==> src/rtl/mmu_bounds_guard_pkg.sv <==
// Shared definitions for the MMU bounds guard.
// Holds the default widths and table size, the guard FSM state type and the
// inclusive unsigned range test used against the segment limits.
package mmu_bounds_guard_pkg;

  localparam int ADDR_W_DEF = 26;
  localparam int SEL_W_DEF  = 4;
  localparam int NSEG_DEF   = 11;

  typedef enum logic [1:0] {
    IDLE  = 2'd0,
    CHECK = 2'd1,
    FWD   = 2'd2,
    FAULT = 2'd3
  } state_e;

  // Inclusive unsigned window test; an inverted window (lo > hi) never matches.
  function automatic logic in_range(input logic [31:0] a,
                                    input logic [31:0] lo,
                                    input logic [31:0] hi);
    return (a >= lo) && (a <= hi);
  endfunction

endpackage

==> src/rtl/mmu_bounds_table.sv <==
// Per-selector segment limit table plus the active selector.
// Ports:
//   clk, rst           clock, asynchronous active-high reset
//   we, sel            write strobe and selector (selector also becomes active)
//   lower, upper       inclusive limits written into entry sel
//   rd_sel             selector to read (the selector latched with a request)
//   active_sel         selector of the most recent write
//   rd_valid           rd_sel names a real entry
//   rd_lower, rd_upper limits of entry rd_sel (zero when rd_sel is invalid)
module mmu_bounds_table
  import mmu_bounds_guard_pkg::*;
#(
  parameter int SEL_W = SEL_W_DEF,
  parameter int NSEG  = NSEG_DEF
) (
  input  logic             clk,
  input  logic             rst,
  input  logic             we,
  input  logic [SEL_W-1:0] sel,
  input  logic [31:0]      lower,
  input  logic [31:0]      upper,
  input  logic [SEL_W-1:0] rd_sel,
  output logic [SEL_W-1:0] active_sel,
  output logic             rd_valid,
  output logic [31:0]      rd_lower,
  output logic [31:0]      rd_upper
);

  logic [31:0]      lower_q [NSEG];
  logic [31:0]      upper_q [NSEG];
  logic [SEL_W-1:0] active_sel_q;
  logic             wr_ok;

  assign wr_ok = 32'(sel) < NSEG;

  // An out-of-range selector still becomes active so later requests fault,
  // but it must never touch the stored limits.
  always_ff @(posedge clk or posedge rst) begin
    if (rst) begin
      for (int i = 0; i < NSEG; i++) begin
        lower_q[i] <= '0;
        upper_q[i] <= '0;
      end
      active_sel_q <= '0;
    end else if (we) begin
      active_sel_q <= sel;
      if (wr_ok) begin
        lower_q[sel] <= lower;
        upper_q[sel] <= upper;
      end
    end
  end

  assign active_sel = active_sel_q;
  assign rd_valid   = 32'(rd_sel) < NSEG;
  assign rd_lower   = rd_valid ? lower_q[rd_sel] : '0;
  assign rd_upper   = rd_valid ? upper_q[rd_sel] : '0;

endmodule

==> src/rtl/mmu_bounds_guard.sv <==
// Protection stage behind the MMU: checks each translated physical address
// against the limits of the selector active when the request was accepted,
// then either forwards it to data memory or raises a held protection fault.
// Ports:
//   clk, rst                       clock, asynchronous active-high reset
//   we, sel, lower, upper          limit-table write port (shared with MMU)
//   req_valid/req_ready            request handshake from the MMU stage
//   req_addr, req_wr               physical address and direction (1 = store)
//   mem_valid/mem_ready            forwarded access handshake to data memory
//   mem_addr, mem_wr               forwarded address and direction
//   exc, exc_ack                   pending fault and its acknowledge
//   exc_addr, exc_sel              address and selector of the last fault
module mmu_bounds_guard
  import mmu_bounds_guard_pkg::*;
#(
  parameter int ADDR_W = ADDR_W_DEF,
  parameter int SEL_W  = SEL_W_DEF,
  parameter int NSEG   = NSEG_DEF
) (
  input  logic              clk,
  input  logic              rst,
  input  logic              we,
  input  logic [SEL_W-1:0]  sel,
  input  logic [31:0]       lower,
  input  logic [31:0]       upper,
  input  logic              req_valid,
  output logic              req_ready,
  input  logic [ADDR_W-1:0] req_addr,
  input  logic              req_wr,
  output logic              mem_valid,
  input  logic              mem_ready,
  output logic [ADDR_W-1:0] mem_addr,
  output logic              mem_wr,
  output logic              exc,
  output logic [ADDR_W-1:0] exc_addr,
  output logic [SEL_W-1:0]  exc_sel,
  input  logic              exc_ack
);

  state_e            state_q;
  logic [ADDR_W-1:0] addr_q;
  logic              wr_q;
  logic [SEL_W-1:0]  sel_q;
  logic              req_ready_q;
  logic              mem_valid_q;
  logic [ADDR_W-1:0] mem_addr_q;
  logic              mem_wr_q;
  logic              exc_q;
  logic [ADDR_W-1:0] exc_addr_q;
  logic [SEL_W-1:0]  exc_sel_q;

  logic [SEL_W-1:0]  active_sel;
  logic              rd_valid;
  logic [31:0]       rd_lower;
  logic [31:0]       rd_upper;
  logic              pass_d;

  // The read port follows the latched selector, so writes after acceptance
  // can change limits but never which entry an in-flight request uses.
  mmu_bounds_table #(
    .SEL_W (SEL_W),
    .NSEG  (NSEG)
  ) u_table (
    .clk        (clk),
    .rst        (rst),
    .we         (we),
    .sel        (sel),
    .lower      (lower),
    .upper      (upper),
    .rd_sel     (sel_q),
    .active_sel (active_sel),
    .rd_valid   (rd_valid),
    .rd_lower   (rd_lower),
    .rd_upper   (rd_upper)
  );

  assign pass_d = rd_valid && in_range(32'(addr_q), rd_lower, rd_upper);

  always_ff @(posedge clk or posedge rst) begin
    if (rst) begin
      state_q     <= IDLE;
      addr_q      <= '0;
      wr_q        <= 1'b0;
      sel_q       <= '0;
      req_ready_q <= 1'b1;
      mem_valid_q <= 1'b0;
      mem_addr_q  <= '0;
      mem_wr_q    <= 1'b0;
      exc_q       <= 1'b0;
      exc_addr_q  <= '0;
      exc_sel_q   <= '0;
    end else begin
      case (state_q)
        IDLE: begin
          // active_sel is the registered value, so a same-cycle table
          // write does not retarget this request.
          if (req_valid) begin
            addr_q      <= req_addr;
            wr_q        <= req_wr;
            sel_q       <= active_sel;
            req_ready_q <= 1'b0;
            state_q     <= CHECK;
          end
        end
        CHECK: begin
          if (pass_d) begin
            mem_valid_q <= 1'b1;
            mem_addr_q  <= addr_q;
            mem_wr_q    <= wr_q;
            state_q     <= FWD;
          end else begin
            exc_q      <= 1'b1;
            exc_addr_q <= addr_q;
            exc_sel_q  <= sel_q;
            state_q    <= FAULT;
          end
        end
        FWD: begin
          if (mem_ready) begin
            mem_valid_q <= 1'b0;
            req_ready_q <= 1'b1;
            state_q     <= IDLE;
          end
        end
        FAULT: begin
          if (exc_ack) begin
            exc_q       <= 1'b0;
            req_ready_q <= 1'b1;
            state_q     <= IDLE;
          end
        end
        default: begin
          state_q     <= IDLE;
          req_ready_q <= 1'b1;
        end
      endcase
    end
  end

  assign req_ready = req_ready_q;
  assign mem_valid = mem_valid_q;
  assign mem_addr  = mem_addr_q;
  assign mem_wr    = mem_wr_q;
  assign exc       = exc_q;
  assign exc_addr  = exc_addr_q;
  assign exc_sel   = exc_sel_q;

endmodule

==> config.mk <==
export PLATFORM = sky130hd
export DESIGN_NAME = mmu_bounds_guard
export DESIGN_NICKNAME = d
export VERILOG_FILES = /design/src/rtl/mmu_bounds_guard_pkg.sv /design/src/rtl/mmu_bounds_table.sv /design/src/rtl/mmu_bounds_guard.sv
export SDC_FILE = /design/constraint.sdc
export NUM_CORES = 2
export LEC_CHECK = 0
export CORE_ASPECT_RATIO = 1.25
export CORE_MARGIN = 3
export CORE_UTILIZATION = 60
export CTS_CLUSTER_SIZE = 20
export DETAILED_ROUTE_END_ITERATION = 6
export PLACE_DENSITY = 0.85
export SLEW_MARGIN = 30
export SYNTH_ARGS = -nofsm -noshare
export SYNTH_HDL_FRONTEND = slang
export SYNTH_HIERARCHICAL = 1
export SYNTH_SLANG_ARGS = --single-unit
==> constraint.sdc <==
create_clock -name clk -period 75 [get_ports clk]
set_clock_uncertainty 0.15 [all_clocks]
set_input_delay 11.25 -clock clk [delete_from_list [all_inputs] [get_ports clk]]
set_output_delay 11.25 -clock clk [all_outputs]
set_load 0.02 [all_outputs]
==> impl_metrics.json <==
{
  "status": "finished, final reports clean",
  "max_stage_delay_ns": 0.82,
  "areaGrowthSynthToFinish_pct": 11.3,
  "tritoncts": "done",
  "antenna_found_initial": 10,
  "yosysSeqAreaShare_pct": 53.1,
  "crit_chain": "clkdlybuf4s50_1 > nor3b_1 > and3_4 > buf_4 > mux2_2",
  "route.met2.wl_um": 46800,
  "synth_edf_count": 0,
  "total_power_mw": 1.65,
  "setup-tns-final_ns": 0,
  "grt_pass1_wl_um": 148000,
  "final-hold-violation-count": 0,
  "cp_max_fo": 48,
  "criticalPathCategory": "in -> reg",
  "vias_per_cell": 6.49,
  "synth.avg_cell_area_um2": 14.6,
  "timing.final.crit_share_pct": 18.9,
  "io_buffer_count": 160,
  "cts.repair.resized": 0,
  "syn_area_um2": 37800,
  "p_leak_nw": 18.5,
  "drive_above_1_share_pct": 38.2,
  "async_flop_share_pct": 100,
  "num_vias": 22800,
  "die-area_um2": 66000,
  "die_h_um": 286,
  "hold_buffers": 0,
  "cp-end-kind": "register",
  "io_pins": 161,
  "rsz0062_at_grt": "no",
  "grt_max_degree": 166,
  "cts_buffer_depth": 3,
  "arrival_ns": 14.53,
  "numClockSinks": 801,
  "top_layer": "met5",
  "drt_first_iter_violations": 1854,
  "gp_congestion": 0.853,
  "finalMaxSlewViolations": 0,
  "drc": 0,
  "vdd_drop_max_mv": 0.0486,
  "worst_slew_pin_slew_ns": 1.05,
  "fp-row-count": 102,
  "hold_start": "u_table/lower_q[159]",
  "p_per_area_nw_per_um2": 39.4,
  "clk_pin_slew_ns": 0.06,
  "postCtsSetupBuffers": 0,
  "ant_nets": 0,
  "drt_wl_total_um": 95500,
  "r2r_start": "sel_q[1]",
  "grt_overflow_total": 0,
  "synth.largest_area_cell": "dfrtp_1",
  "die_w_um": 230,
  "postSynthCellCount": 2580,
  "yosysWarnings": 6,
  "clockRootBuffer": "clkbuf_16",
  "fmaxAchievable_mhz": 70.5,
  "cp_slowest_cell": "buf_4",
  "synth_seq_cells": 801,
  "start_util_pct": 60.8,
  "start_kind": "input pin",
  "coreArea_um2": 62200,
  "fillers": 4096,
  "synth.distinct_cells": 56,
  "first_pass_iters": 5,
  "place_hpwl_um": 55000,
  "synth_nets": 2733,
  "wl_per_cell_um": 27.2,
  "required_ns": 75.34,
  "maxSlewHeadroom_pct": 30.3,
  "clock_insertion_delay_worst_skew_ns": 0.62,
  "post-route-min-period_ns": 14.19,
  "grt_pass1_vias": 24900,
  "grt_usage_pct": 29.1,
  "nets": 2777,
  "maxCapViolations": 0,
  "cts_buffers": 78,
  "htreeDepth": 3,
  "layout_common_cells": "dfrtp_1 (796), mux2_2 (705), mux2i_1 (192)",
  "hold_class": "reg -> reg",
  "wl_met3_um": 6450,
  "final_common_cell": "dfrtp_1",
  "netlist.area_leader.share_pct": 53.0,
  "startpoint": "we",
  "ys_top_cells_by_area": "dfrtp_1 (53%), mux2_2 (21%), mux2i_1 (5.1%)",
  "wl_met1_um": 38100,
  "setup_violations": 0,
  "synth-main-ff-cell": "dfrtp_1"
}
-- final timing paths --
kind | to | slack, ns | depth (start not counted)
max | u_table/upper_q[52] | 60.81 | 5
min | u_table/lower_q[159] | 0.34 | 1
max reg2reg | mem_addr[25] | 67.99 | 15
min reg2reg | u_table/lower_q[159] | 0.34 | 1
max in group asynchronous | u_table/lower_q[72] | 60.84 | 5
min in group asynchronous | exc_addr[9] | 11.00 | 2
-- state kept, by name, summed over array words and instances (netlist names) --
| register | count |
|---|---|
| u_table/active_sel | 4 |
| exc | 1 |
| req_ready | 1 |
| u_table/upper_q | 352 |
| addr_q | 26 |
| mem_valid | 1 |
| mem_wr | 1 |
| exc_sel | 4 |
| exc_addr | 26 |
| sel_q | 4 |
| mem_addr | 26 |
| state_q | 2 |
| wr_q | 1 |
| u_table/lower_q | 352 |
-- cell families (layout without fill, tap and decap cells) --
| logic type | after synthesis | count (layout) | synth area share [%] |
|---|---|---|---|
| AOI/OAI and AO/OA | 242 | 242 | 5.42 |
| adders and majority gates | 52 | 52 | 1.72 |
| buffers and inverters | 288 | 386 | 4.25 |
| DFF | 801 | 801 | 53.1 |
| muxes | 1050 | 1050 | 33.2 |
| other | 0 | 4 | 0 |
| and+or+nand+nor | 147 | 147 | 2.33 |
-- worst max-delay path, delay by kind of cell --
family	cells	cell delay, ns
buffers and inverters	2	1.53
muxes	1	0.43
and+or+nand+nor	2	1.28
-- metal layers --
layer	vias up	global-route usage, %
met5	-	0
met4	8	12.6
met3	247	5.21
met2	885	48.0
met1	12100	38.3
li1	9557	-
-- synthesized netlist by cell type, types with 3 or more instances --
| master | n |
|---|---|
| buf_4 | 22 |
| nand4_1 | 9 |
| nand3_1 | 8 |
| mux2_4 | 60 |
| a22o_1 | 64 |
| o21ai_0 | 12 |
| a221oi_1 | 56 |
| mux4_2 | 64 |
| buf_6 | 41 |
| nor2b_1 | 4 |
| nand2b_1 | 70 |
| nand2_1 | 20 |
| ha_1 | 52 |
| a21oi_1 | 22 |
| inv_1 | 57 |
| buf_8 | 4 |
| buf_2 | 69 |
| o21a_1 | 3 |
| mux2i_1 | 192 |
| nor4_1 | 3 |
| nor3_1 | 4 |
| dfrtp_1 | 800 |
| mux2_2 | 705 |
| a221oi_2 | 10 |
| mux2_1 | 29 |
| clkbuf_1 | 93 |
| o2bb2ai_1 | 64 |
| nor2_1 | 9 |
-- per-stage QoR --
step	hold slack (ns)	worst slack, ns	utilization, %	instances	area (um^2)
3_3_place_gp	0.317	59.45	63.4	3376	39400
6_report	0.339	60.81	67.6	3514	42000
5_1_grt	0.361	60.32	67.6	3513	42000
2_1_floorplan	0.308	43.74	-	2580	37800
4_1_cts	0.344	59.95	67.6	3510	42000
3_5_place_dp	0.328	59.33	63.4	3376	39400
-- power by group --
part / switching [mW] / internal (mW) / leakage (nW)
combinational: 0.310 / 0.305 / 7.45
sequential: 0.0964 / 0.546 / 9.80
clock: 0.164 / 0.234 / 1.27
total: 0.570 / 1.08 / 18.5
-- area by class of cell --
class	instances	area (um^2)	area share, %
sequential	801	20100	47.7
timing repair buffer	195	1910	4.55
inverter	57	229	0.545
clock buffer	107	2250	5.37
tap	832	1040	2.48
multi-input combinational	1491	16200	38.5
antenna	4	10.0	0.0238
clock inverter	27	325	0.774
Power figures use the tool's default switching activity.
